<file path="config.mk">
export PLATFORM = sky130hd
export DESIGN_NAME = mem_port_arbiter
export DESIGN_NICKNAME = d
export VERILOG_FILES = /design/src/rtl/mem_port_arbiter.sv
export SDC_FILE = /design/constraint.sdc
export NUM_CORES = 1
export LEC_CHECK = 0
export ABC_AREA = 1
export CORE_UTILIZATION = 46
export CTS_BUF_LIST = sky130_fd_sc_hd__clkbuf_8
export CTS_CLUSTER_SIZE = 25
export DETAILED_ROUTE_END_ITERATION = 10
export GPL_TIMING_DRIVEN = 0
export PLACE_DENSITY_LB_ADDON = 0.3
export SYNTH_ARGS = -nofsm -noshare
export SYNTH_HDL_FRONTEND = slang
export SYNTH_SLANG_ARGS = --single-unit
</file>
<file path="constraint.sdc">
create_clock -name clk -period 7.75 [get_ports clk]
set_clock_uncertainty 0.15 [all_clocks]
set_input_delay 1.9375 -clock clk [delete_from_list [all_inputs] [get_ports clk]]
set_output_delay 1.9375 -clock clk [all_outputs]
set_load 0.03 [all_outputs]
</file>
<file path="src/rtl/mem_port_arbiter.sv">
// mem_port_arbiter
//
// Shares one unified, variable-latency memory port between instruction
// fetch (IF) and data access (DM). Each transaction is started with a
// one-cycle mem_en pulse, and the memory finishes it with a one-cycle
// mem_done. The result goes back to the requester as a one-cycle
// valid or err pulse.
//
// Handshake: a requester raises *_req and holds req/addr/wr/wdata stable
// until it sees its one-cycle *_valid or *_err pulse. While it waits, its
// stall output stays high. The memory pulses mem_done for one cycle,
// at the earliest in the cycle mem_en is high. Read data is taken in that
// same cycle.
//
// Optional feature: define FAIR_ARB_EN to bound how many data grants in a
// row may starve an eligible fetch (MAX_DM_STREAK).
//
// Ports:
//   clk, rst                      clock, async active-high reset
//   if_req/if_addr/if_flush/halt  fetch request side
//   dm_req/dm_wr/dm_addr/dm_wdata data request side
//   if_rdata/if_valid/if_err      fetch response (1-cycle pulses)
//   dm_rdata/dm_valid/dm_err      data response (1-cycle pulses)
//   stall_ins_mem/stall_data_mem  pipeline stalls
//   mem_en/mem_wr/mem_addr/mem_wdata/mem_rdata/mem_done  memory port
module mem_port_arbiter #(
    parameter int DATA_W        = 16,
    parameter int ADDR_W        = 16,
    parameter int MAX_DM_STREAK = 4
) (
    input  logic              clk,
    input  logic              rst,
    input  logic              if_req,
    input  logic [ADDR_W-1:0] if_addr,
    input  logic              if_flush,
    input  logic              halt,
    input  logic              dm_req,
    input  logic              dm_wr,
    input  logic [ADDR_W-1:0] dm_addr,
    input  logic [DATA_W-1:0] dm_wdata,
    output logic [DATA_W-1:0] if_rdata,
    output logic              if_valid,
    output logic              if_err,
    output logic [DATA_W-1:0] dm_rdata,
    output logic              dm_valid,
    output logic              dm_err,
    output logic              stall_ins_mem,
    output logic              stall_data_mem,
    output logic              mem_en,
    output logic              mem_wr,
    output logic [ADDR_W-1:0] mem_addr,
    output logic [DATA_W-1:0] mem_wdata,
    input  logic [DATA_W-1:0] mem_rdata,
    input  logic              mem_done
);

    localparam logic [1:0] IDLE    = 2'd0;
    localparam logic [1:0] BUSY_IF = 2'd1;
    localparam logic [1:0] BUSY_DM = 2'd2;
    localparam logic [1:0] RESP    = 2'd3;

    // Current FSM state; kept as a plain named signal so checkers can bind to it.
    logic [1:0] state;
    logic       drop;        // the fetch in flight was flushed; discard its result
    logic       if_valid_r;  // registered fetch completion, before late-flush masking
    logic       if_elig;
    logic       grant_if;
    logic       grant_dm;

    assign if_elig = if_req & ~halt & ~if_flush;

`ifdef FAIR_ARB_EN
    logic [2:0] streak;      // DM grants in a row made while IF was eligible

    always_comb begin
        grant_if = 1'b0;
        grant_dm = 1'b0;
        if (if_elig && (!dm_req || streak == 3'(MAX_DM_STREAK))) begin
            grant_if = 1'b1;
        end else if (dm_req) begin
            grant_dm = 1'b1;
        end
    end

    always_ff @(posedge clk or posedge rst) begin
        if (rst) begin
            streak <= 3'd0;
        end else if (state == IDLE) begin
            if (!if_elig || grant_if) begin
                streak <= 3'd0;
            end else if (grant_dm && streak != 3'd7) begin
                streak <= streak + 3'd1;
            end
        end
    end
`else
    // Data always wins over fetch.
    always_comb begin
        grant_dm = dm_req;
        grant_if = if_elig & ~dm_req;
    end
`endif

    always_ff @(posedge clk or posedge rst) begin
        if (rst) begin
            state      <= IDLE;
            drop       <= 1'b0;
            if_valid_r <= 1'b0;
            if_err     <= 1'b0;
            dm_valid   <= 1'b0;
            dm_err     <= 1'b0;
            if_rdata   <= '0;
            dm_rdata   <= '0;
            mem_en     <= 1'b0;
            mem_wr     <= 1'b0;
            mem_addr   <= '0;
            mem_wdata  <= '0;
        end else begin
            // Pulses last a single cycle unless set again below.
            mem_en     <= 1'b0;
            if_valid_r <= 1'b0;
            if_err     <= 1'b0;
            dm_valid   <= 1'b0;
            dm_err     <= 1'b0;
            case (state)
                IDLE: begin
                    drop <= 1'b0;
                    if (grant_dm) begin
                        if (dm_addr[0]) begin
                            // An odd address never reaches memory.
                            dm_err   <= 1'b1;
                            dm_rdata <= '0;
                            state    <= RESP;
                        end else begin
                            mem_addr  <= dm_addr;
                            mem_wr    <= dm_wr;
                            mem_wdata <= dm_wdata;
                            mem_en    <= 1'b1;
                            state     <= BUSY_DM;
                        end
                    end else if (grant_if) begin
                        if (if_addr[0]) begin
                            if_err   <= 1'b1;
                            if_rdata <= '0;
                            state    <= RESP;
                        end else begin
                            mem_addr  <= if_addr;
                            mem_wr    <= 1'b0;
                            mem_wdata <= '0;
                            mem_en    <= 1'b1;
                            state     <= BUSY_IF;
                        end
                    end
                end
                BUSY_IF: begin
                    if (if_flush) begin
                        drop <= 1'b1;
                    end
                    // The memory must still finish the access, even if the fetch was flushed.
                    if (mem_done) begin
                        if_rdata   <= mem_rdata;
                        if_valid_r <= ~(drop | if_flush);
                        state      <= RESP;
                    end
                end
                BUSY_DM: begin
                    if (mem_done) begin
                        dm_rdata <= mem_wr ? '0 : mem_rdata;
                        dm_valid <= 1'b1;
                        state    <= RESP;
                    end
                end
                default: begin
                    // RESP: the response pulses are visible this cycle.
                    drop  <= 1'b0;
                    state <= IDLE;
                end
            endcase
        end
    end

    // A redirect that arrives in the response cycle still cancels the fetch.
    assign if_valid       = if_valid_r & ~if_flush;
    assign stall_ins_mem  = ~rst & if_req & ~(if_valid | if_err);
    assign stall_data_mem = ~rst & dm_req & ~(dm_valid | dm_err);

endmodule

</file>
Word-level counts from Yosys, hierarchy flattened

Cells that the tools add are included.

Word-level logic and storage cells: 101
Register bits after elaboration: 73
Output and inout port bits: 72

Muxes and demuxes: 46
Equality and inequality tests: 14
Reduce and logical (&&, ||, !) cells: 10
Bitwise operators: 19

Operator list:

| cell                                                   | number |
|---|---|
| two-way mux 16 bit                                     | 16 |
| case mux 16 bit (2 select lines)                       | 2 |
| two-way mux 1 bit                                      | 22 |
| inequality test 2 bit (second input constant)          | 9 |
| bitwise AND 1 bit                                      | 8 |
| two-way mux 2 bit                                      | 4 |
| NOT 1 bit                                              | 8 |
| AND reduction 4 bit                                    | 2 |
| nonzero test 2 bit                                     | 3 |
| AND reduction 5 bit                                    | 1 |
| inequality test 2 x 1 -> 1 bit (second input constant) | 2 |
| case mux 2 bit (2 select lines)                        | 1 |
| AND reduction 2 bit                                    | 2 |
| inequality test 3 bit (second input constant)          | 1 |
| bitwise OR 1 bit                                       | 3 |
| equality test 2 x 1 -> 1 bit (second input constant)   | 1 |
| equality test 2 bit (second input constant)            | 1 |
| logical NOT 2 bit                                      | 1 |
| case mux 1 bit (2 select lines)                        | 1 |
| OR reduction 2 bit                                     | 1 |

Depth between registers and ports, before layout

Gate-level depths: netlist of the first run.

Depth after elaboration: 7
Gate-level depth with buffers: 11

Worst setup path before layout of the first run

Ideal clock, no wire load.

Kind: input to output
Start point: input port dm_req
End point: output port stall_data_mem
Slack: 2576 ps
Arrival: 3086 ps
Path buffers: 1
Data required time: 5662 ps
Stages: 3
Path through: buf_6 -> inv_1 -> nor4_1

Cells in the longest elaborated chain, start to end: 2

RTL lines:

| what                           | RTL line | RTL |
|---|---|---|
| start, declared                | 37       | `input logic dm_req,` |
| bitwise AND 1 bit (2 in a row) | 185      | `assign stall_data_mem = ~rst & dm_req & ~(dm_valid \| dm_err);` |
| end, declared                  | 48       | `output logic stall_data_mem,` |

No other way between the ends.

Worst setup path in the final report of the first run

Same ends and word-level chain as after synthesis.

==> out/results.tsv, run 1 <==
stage	metric	value	unit
clocking	cts_sinks	72	
clocking	cts.path.max_buffers	2	
synthesis	syn_avg_cell_area	8.84	um^2
global_routing	grt_remaining_overflow	0	
clocking	htree_levels	3	
global_routing	grt_usage	25.0	%
synthesis	synth-seq-area-share	55.7	%
route	dr.pass1.iters	4	
clocking	cts_tree	done	
worst_setup_path	reg2reg_depth	10	
die	rows	30	
min_path	worstHoldStart	drop	
die	core-area	6790	um^2
route	postRouteAntennaNets	0	
route	drt-met1-wl	3500	um
min_path	min_path_type	reg2reg	
min_path	min_delay_worst_endpoint	if_valid_r	
power	irDropWorstVdd	0.210	mV
power	power.density	375	nW/um^2
synthesis	yosys_warnings	0	
synthesis	synth_top_cells_by_area	dfrtp_1 56%, nand2_1 17%, o21ai_0 4.9%	
synthesis	yosysUniqueCellTypes	24	
sta	period_share	74.7	%
placement	dp.final_hpwl	6450	um
die	die-width	85.9	um
worst_setup_path	r2r_end	if_rdata[14]	
layout	antenna-diode-count	0	
global_routing	grt_max_degree	73	
clocking	ctsResizeCount	0	
route	top_layer	met4	
worst_setup_path	crit_path_start_kind	input port	
die	fp.dieH	85.9	um
sta	post-route-min-period	5.79	ns
outcome	outcome	completed	
sta	clock.fmax	173	MHz
worst_setup_path	arrival	3.70	ns
route	wl	8630	um
sta	worst_pin_slew	0.864	ns
worst_setup_path	reg2reg_from	state[0]	
power	p_leak	2.36	nW
clocking	insertion_delay	0.34	ns
synthesis	ys_seq_elements	72	
sta	finalHoldViolCount	0	
route	wl_met3	587	um
clocking	clk_pin_slew	0.07	ns
clocking	post_cts.repair.setup_buffers	0	
job	maxCapViolations	0	
global_routing	antenna_found_initial	0	
sta	final.setup.tns	0	ns
layout	fillerInstances	530	
route	vias	3078	
layout	drive_above_1_share	6.50	%
synthesis	syn-num-nets	442	
layout	postLayoutCellArea	4990	um^2
global_routing	grt_pass1_wl	14200	um
route	drt_first_iter_violations	154	
worst_setup_path	worstSetupPathType	in2out	
sta	rsz0062_at_grt	no	
placement	gp_congestion	0.784	
synthesis	synth_cells	366	
die	dieArea	7380	um^2
route	route.detailed.drc	0	
route	wl_per_cell	13.9	um
placement	port-buffer-count	142	
die	num_io_pins	144	
worst_setup_path	crit_required	5.66	ns
layout	synthToLayoutAreaGrowth	54.2	%
layout	nets	595	
sta	setup_violations	0	
worst_setup_path	rrSetupSlack	5.79	ns
clocking	cts_root_buf	clkbuf_8	
sta	drv_slew	0	
worst_setup_path	worstPathMaxFanout	10	
sta	relSlewSlack	42.4	%
synthesis	synthesis.area	3240	um^2
die	start_util	47.6	%
worst_setup_path	endpoint_kind	output pin	
synthesis	synth_top_area_cell	dfrtp_1	
clocking	postCtsHoldBufs	0	
global_routing	grt_pass1_vias	3037	
layout	final_common_cell	nand2_1	
placement	place_area	4780	um^2
route	vias_per_cell	4.97	
min_path	whs_path_depth	1	
layout	final_cell_mix	148 x nand2_1, 142 x clkdlybuf4s50_1, 72 x dfrtp_1	
power	total_power	1.87	mW
route	met2_length	4400	um
synthesis	synth_top_area_share	55.7	%
clocking	cts_buffers	9	
## cells by family (layout without fill, tap and decap cells)
group,after synthesis,count (layout),synth area share [%]
buffers and inverters,39,196,5.84
flip-flops,72,72,55.7
other,1,1,0.116
multiplexers,15,15,4.64
AO/OA/AOI/OAI,35,35,5.41
AND/OR/NAND/NOR,200,200,26.8
adder cells (fa/ha/maj),4,4,1.55
## per-layer routing
metal  global-route usage [%]  vias up
li1                         -     1478
met1                     30.1     1470
met5                        0        -
met3                     7.80       13
met4                     8.03        0
met2                     42.6      117
## per-stage QoR
step	util [%]	setup slack [ns]	std cells	hold WS (ns)
CTS	73.4	1.96	619	0.306
global route	73.4	1.90	619	0.319
finish	73.4	1.96	619	0.308
global placement	70.3	2.01	604	0.283
floorplan	-	2.58	366	0.260
detailed placement	70.4	1.96	604	0.291
## worst max-delay path by stage
stage	startpoint	endpoint	slack (ns)	cells past startpoint
after CTS	dm_req	stall_data_mem	1.96	5
after detailed placement	dm_req	stall_data_mem	1.96	5
after global routing	dm_req	stall_data_mem	1.90	5
after floorplan	dm_req	stall_data_mem	2.58	3
after global placement	dm_req	stall_data_mem	2.01	5
final	dm_req	stall_data_mem	1.96	5
## synth_stat cells
library cell and n:
nor4_1 3, nor2_1 7, a21oi_1 2, ha_1 4, o21ai_0 32, conb_1 1, nand2_4 1, inv_2 1
mux2i_1 15, clkinv_1 1, clkbuf_1 6, nand3b_1 16, nor3_1 1, nand4_1 2, dfrtp_1 72, nand2_2 1
inv_1 17, buf_2 7, buf_6 2, nor2_4 1, nand2_1 148, nand3_1 20, o21ai_1 1, buf_4 5
## flip-flops by register name, summed over array words and instances, names as in the netlist, 2 cells and up
signal,count
state,2
if_rdata,16
dm_rdata,16
mem_addr,15
mem_wdata,16
## cell type report
type                            instances  area (um^2)  area share, %
Timing Repair Buffer                  142         1420           28.5
Multi-Input combinational cell        255         1250           25.0
Clock buffer                            9          124           2.48
Sequential cell                        72         1800           36.1
Clock inverter                          6         85.1           1.71
Inverter                               19         73.8           1.48
Buffer                                 20          118           2.36
Tap cell                               96          120           2.41
## critical path, cell delays in order
cell             delay (ns)
clkdlybuf4s50_1        0.52
buf_6                  0.18
inv_1                  0.10
nor4_1                 0.25
clkdlybuf4s50_1        0.72
## where the power goes
part / internal, mW / total, mW / leakage, nW / switching [mW]
clock network: 0.178 / 0.318 / 0.101 / 0.140
registers: 0.504 / 0.581 / 0.944 / 0.0765
logic: 0.374 / 0.974 / 1.32 / 0.600
total: 1.06 / 1.87 / 2.36 / 0.816
(Power assumes the default switching activity.)
==> run 2: changes to the inputs <==
Settings changed: CORE_UTILIZATION 46 to 39.
Clock period 7.75 ns to 5.2 ns, I/O delays scaled along.
==> run 2 against run 1 <==
  * Non-clock buffer count unchanged
  * Cell count increased by 1.1%
  * Register-to-register slack got worse by 2.5 ns
  * Clock-buffer cell count is 2 higher
  * First-iteration DRC count down 66%
  * Combinational power is 48% higher
  * Critical path type unchanged
==> out/results.tsv, run 2 (synthesis gave the netlist of run 1 again) <==
stage	metric	value	unit	change
outcome	outcome	completed		
clocking	cts_root_buf	clkbuf_8		
clocking	clk_pin_slew	0.07	ns	about the same
layout	synthToLayoutAreaGrowth	57.2	%	
sta	worst_slack	0.762	ns	-1.20 ns
worst_setup_path	arrival	2.99	ns	-0.71 ns
clocking	cts_sinks	72		unchanged
clocking	insertion_delay	0.33	ns	about the same
die	dieArea	8670	um^2	+18%
layout	drive_above_1_share	6.68	%	+0.18 points
sta	drv_slew	0		unchanged
worst_setup_path	endpoint_kind	output pin		
sta	clock.fmax	225	MHz	
route	wl_per_cell	13.2	um	-5.6%
worst_setup_path	path_depth	5		unchanged
worst_setup_path	worstPathMaxFanout	10		unchanged
sta	finalHoldViolCount	0		unchanged
global_routing	grt_max_degree	73		unchanged
clocking	cts_buffers	9		unchanged
worst_setup_path	crit_required	3.75	ns	-1.91 ns
die	die-width	93.1	um	+8.4%
power	p_leak	2.41	nW	+2.1%
power	power.density	579	nW/um^2	+54%
die	num_io_pins	144		unchanged
placement	pre_cts_ws	0.741	ns	-1.22 ns
layout	final_cell_mix	148 x nand2_1, 142 x clkdlybuf4s50_1, 72 x dfrtp_1		
clocking	post_cts.repair.setup_buffers	0		unchanged
route	route.detailed.drc	0		unchanged
worst_setup_path	worstSetupPathType	in2out		
die	start_util	41.0	%	-6.6 points
layout	final_common_cell	nand2_1		
min_path	whs_path_depth	1		unchanged
sta	final.setup.tns	0	ns	unchanged
clocking	cts_tree	done		
sta	post-route-min-period	4.44	ns	
clocking	ctsResizeCount	0		unchanged
route	drt_first_iter_violations	53		-66%
layout	top_regs	dm_rdata x16, if_rdata x16, mem_wdata x16		
route	dr.pass1.iters	4		unchanged
worst_setup_path	crit_buf_inv	4		unchanged
sta	rsz0062_at_grt	no		
clocking	postCtsHoldBufs	0		unchanged
sta	worst_pin_slew	0.887	ns	+0.0237 ns
layout	antenna-diode-count	0		unchanged
route	wl	8240	um	-4.5%
clocking	htree_levels	3		unchanged
worst_setup_path	cp_slowest_cell	clkdlybuf4s50_1		
global_routing	grt_pass1_vias	2983		-1.8%
worst_setup_path	crit_path_start_kind	input port		
worst_setup_path	cp_top_family	buffers and inverters		
layout	nets	595		unchanged
die	rows	32		+6.7%
sta	relSlewSlack	40.9	%	-1.6 points
global_routing	grt_usage	20.2	%	-4.8 points
sta	setup_violations	0		unchanged
route	postRouteAntennaNets	0		unchanged
worst_setup_path	reg2reg_depth	8		-2
route	vias	3008		-2.3%
sta	period_share	85.3	%	
worst_setup_path	critPathMaxStageDelay	0.71	ns	about the same
layout	fillerInstances	672		+27%
placement	port-buffer-count	142		unchanged
global_routing	antenna_found_initial	0		unchanged
die	fp.dieH	93.1	um	+8.4%
die	core-area	7890	um^2	+16%
global_routing	grt_pass1_wl	13900	um	-2.7%
placement	dp.final_hpwl	6190	um	-4.1%
job	maxCapViolations	0		unchanged
worst_setup_path	cpMostUsedCell	clkdlybuf4s50_1		
placement	gp_congestion	0.769		-1.8%
global_routing	grt_remaining_overflow	0		unchanged
route	vias_per_cell	4.81		-3.4%
min_path	min_path_type	reg2reg		
worst_setup_path	path_cells	clkdlybuf4s50_1, buf_6, inv_1, nor4_1, clkdlybuf4s50_1		
clocking	cts.path.max_buffers	2		unchanged
power	irDropWorstVdd	0.283	mV	+35%
==> run 2: cell types whose count changed in the layout (fill, tap and decap cells not counted), sizes merged <==
cell,previous run,this run
clkinv,3,1
clkbuf,15,17
clkinvlp,2,0
bufinv,2,5
==> run 2: worst paths after layout <==
path                           from              to  slack, ns
max                          dm_req  stall_data_mem       0.76
min                            drop      if_valid_r       0.29
max reg2reg                state[0]     dm_rdata[9]       3.26
min reg2reg                    drop      if_valid_r       0.29
max in group asynchronous       rst     if_rdata[9]       2.90
min in group asynchronous       rst     if_rdata[6]       1.42
==> run 2: routing by layer <==
layer	wire length (um)	part of all wire (%)	global-route usage [%]
met1	3510	43	24.7
met2	4030	49	34.7
met3	569	6.9	5.45
met4	128	1.6	6.28
met5	0	0	0
==> run 2: layout make-up <==
cell class	instances	area, um^2	share of cell area [%]
clock inverter	5	150	2.95
tap	102	128	2.51
timing repair buffer	142	1420	27.9
buffer	20	118	2.31
sequential	72	1800	35.4
clock buffer	11	151	2.97
inverter	19	73.8	1.45
multi-input combinational	255	1250	24.5
==> run 2: worst reg2reg max path: cells and delay by family (launching register included) <==
kind	cells	cell delay, ns
flops	1	0.42
fa+ha+maj	1	0.28
compound gates	2	0.23
simple gates	2	0.28
buf+inv	3	0.47
==> run 2: report_power, final <==
group	internal (mW)	leakage, nW	switching [mW]	total [mW]
clock	0.442	0.150	0.202	0.645
sequential	0.752	0.944	0.109	0.861
combinational	0.556	1.32	0.884	1.44
==> run 2: through the flow <==
| step | utilization [%] | instance area (um^2) | std cells | hold slack [ns] | power, mW |
|---|---|---|---|---|---|
| 2_1_floorplan | - | 3240 | 366 | 0.260 | 1.73 |
| 3_3_place_gp | 60.7 | 4790 | 610 | 0.282 | 2.28 |
| 3_5_place_dp | 60.7 | 4790 | 610 | 0.289 | 2.32 |
| 4_1_cts | 64.5 | 5090 | 626 | 0.290 | 2.97 |
| 5_1_grt | 64.5 | 5090 | 626 | 0.311 | 3.13 |
| 6_report | 64.5 | 5090 | 626 | 0.289 | 2.95 |
==> run 3: changes to the inputs <==
Settings changed: ABC_CLOCK_PERIOD_IN_PS set to 5200, PLACE_DENSITY_LB_ADDON 0.3 to 0.12.
==> run 3 against run 2 <==
  * Sequential cell count is the same
  * Utilization down 1.3 points
  * Critical endpoint unchanged
  * Global-route usage increased by 0.99 points
  * Maximum frequency about the same
  * Clock power is 40% lower
  * Sequential power about the same
  * Sequential share of layout area rose by 0.72 points
  * Wire length increased by 3.4%
  * Combinational power is essentially flat
  * Die area is the same
  * Largest power group unchanged
  * Critical path depth unchanged
  * Final area shrank 2.0%
==> out/results.tsv, run 3 (synthesis gave the netlist of run 1 again) <==
stage	metric	value	unit	change
route	wl	8520	um	+3.4%
worst_setup_path	cpMostUsedCell	clkdlybuf4s50_1		
power	p_leak	2.37	nW	-1.9%
job	maxCapViolations	0		unchanged
worst_setup_path	worstSetupPathType	in2out		
global_routing	grt_remaining_overflow	0		unchanged
clocking	ctsResizeCount	0		unchanged
die	start_util	41.0	%	unchanged
die	num_io_pins	144		unchanged
clocking	cts_root_buf	clkbuf_8		
layout	drive_above_1_share	6.49	%	-0.19 points
worst_setup_path	cp_slowest_cell	clkdlybuf4s50_1		
clocking	cts.path.max_buffers	2		unchanged
worst_setup_path	crit_path_start_kind	input port		
power	power.density	541	nW/um^2	-6.5%
worst_setup_path	crit_buf_inv	4		unchanged
layout	postLayoutCellArea	4990	um^2	-2.0%
layout	final_common_cell	nand2_1		
route	route.detailed.drc	0		unchanged
worst_setup_path	cp_top_family	buffers and inverters		
layout	final_cell_mix	148 x nand2_1, 142 x clkdlybuf4s50_1, 72 x dfrtp_1		
clocking	clk_pin_slew	0.07	ns	about the same
sta	whs	0.285	ns	-0.00452 ns
die	rows	32		unchanged
min_path	worstHoldStart	drop		
route	postRouteAntennaNets	0		unchanged
global_routing	grt_pass1_vias	3088		+3.5%
worst_setup_path	endpoint_kind	output pin		
global_routing	grt_usage	21.2	%	+0.99 points
placement	gp_congestion	0.820		+6.6%
worst_setup_path	critPathMaxStageDelay	0.71	ns	about the same
clocking	post_cts.repair.setup_buffers	0		unchanged
sta	period_share	85.3	%	about the same
clocking	cts_sinks	72		unchanged
global_routing	grt_pass1_wl	14300	um	+3.0%
layout	seqCellArea	1800	um^2	unchanged
worst_setup_path	worstPathMaxFanout	10		unchanged
clocking	postCtsHoldBufs	0		unchanged
sta	finalHoldViolCount	0		unchanged
layout	top_regs	dm_rdata x16, if_rdata x16, mem_wdata x16		
placement	place_area	4820	um^2	+0.57%
layout	antenna-diode-count	0		unchanged
power	total_power	2.70	mW	-8.3%
sta	setup_violations	0		unchanged
worst_setup_path	crit_path_start	dm_req		
placement	place_inst	611		+0.16%
worst_setup_path	arrival	2.99	ns	about the same
min_path	min_path_type	reg2reg		
route	wl_per_cell	13.6	um	+3.4%
die	core-area	7890	um^2	unchanged
outcome	outcome	completed		
clocking	cts_buffers	9		unchanged
sta	final.setup.tns	0	ns	unchanged
sta	rsz0062_at_grt	no		
route	vias	3009		+0.033%
die	die-width	93.1	um	unchanged
worst_setup_path	reg2reg_from	state[0]		
sta	clock.fmax	225	MHz	about the same
clocking	insertion_delay	0.34	ns	about the same
placement	dp.final_hpwl	6410	um	+3.5%
sta	drv_slew	0		unchanged
layout	fin_cells	626		unchanged
power	irDropWorstVdd	0.268	mV	-5.5%
global_routing	grt_max_degree	73		unchanged
clocking	cts_tree	done		
layout	synthToLayoutAreaGrowth	54.1	%	
layout	multi_input_area	1250	um^2	unchanged
global_routing	antenna_found_initial	0		unchanged
worst_setup_path	path_cells	clkdlybuf4s50_1, buf_6, inv_1, nor4_1, clkdlybuf4s50_1		
worst_setup_path	crit_required	3.75	ns	about the same
route	dr.pass1.iters	5		+1
clocking	htree_levels	3		unchanged
placement	port-buffer-count	142		unchanged
route	vias_per_cell	4.81		about the same
sta	post-route-min-period	4.44	ns	-0.00129 ns
die	dieArea	8670	um^2	unchanged
die	fp.dieH	93.1	um	unchanged
layout	fillerInstances	688		+2.4%
layout	nets	596		+0.17%
route	drt_first_iter_violations	118		+120%
run 3: changes by cell type in the layout (fill, tap and decap cells not counted), sizes merged:
| cell | before | now |
|---|---|---|
| buf | 14 | 15 |
| bufinv | 5 | 0 |
| clkinv | 1 | 3 |
| clkinvlp | 0 | 1 |
| inv | 18 | 19 |
run 3: power breakdown:
| part | leakage (nW) | internal (mW) | switching [mW] |
|---|---|---|---|
| logic | 1.33 | 0.559 | 0.893 |
| registers | 0.944 | 0.752 | 0.108 |
| clock network | 0.0924 | 0.193 | 0.196 |
run 3: cell type report:
type | count | area share, %
buffer | 20 | 2.36
inverter | 19 | 1.48
timing repair buffer | 143 | 29.0
sequential | 72 | 36.1
clock buffer | 11 | 3.03
tap | 102 | 2.56
multi-input combinational | 255 | 25.0
clock inverter | 4 | 0.426
run 3: metal layers:
metal	wire length, um	GRT usage [%]	vias up	share of wire (%)
li1	-	-	1476	-
met1	3450	24.7	1418	40
met2	4240	35.5	99	50
met3	686	9.02	16	8.1
met4	146	6.15	0	1.7
met5	0	0	-	0
run 3: worst paths after layout:
kind | endpoint | slack [ns] | depth (start not counted)
min in group asynchronous | if_rdata[6] | 1.30 | 3
worst max-delay path | stall_data_mem | 0.76 | 5
max in group asynchronous | mem_wdata[9] | 3.31 | 3
worst max register to register | dm_rdata[10] | 3.26 | 8
worst min register to register | if_valid_r | 0.28 | 1
worst min-delay path | if_valid_r | 0.28 | 1
run 3: metrics by stage:
step | setup slack, ns | util, %
final | 0.763 | 63.2
after detailed placement | 0.738 | 61.1
after global routing | 0.692 | 63.2
after global placement | 0.612 | 60.7
after floorplan | 1.30 | -
after CTS | 0.739 | 63.2
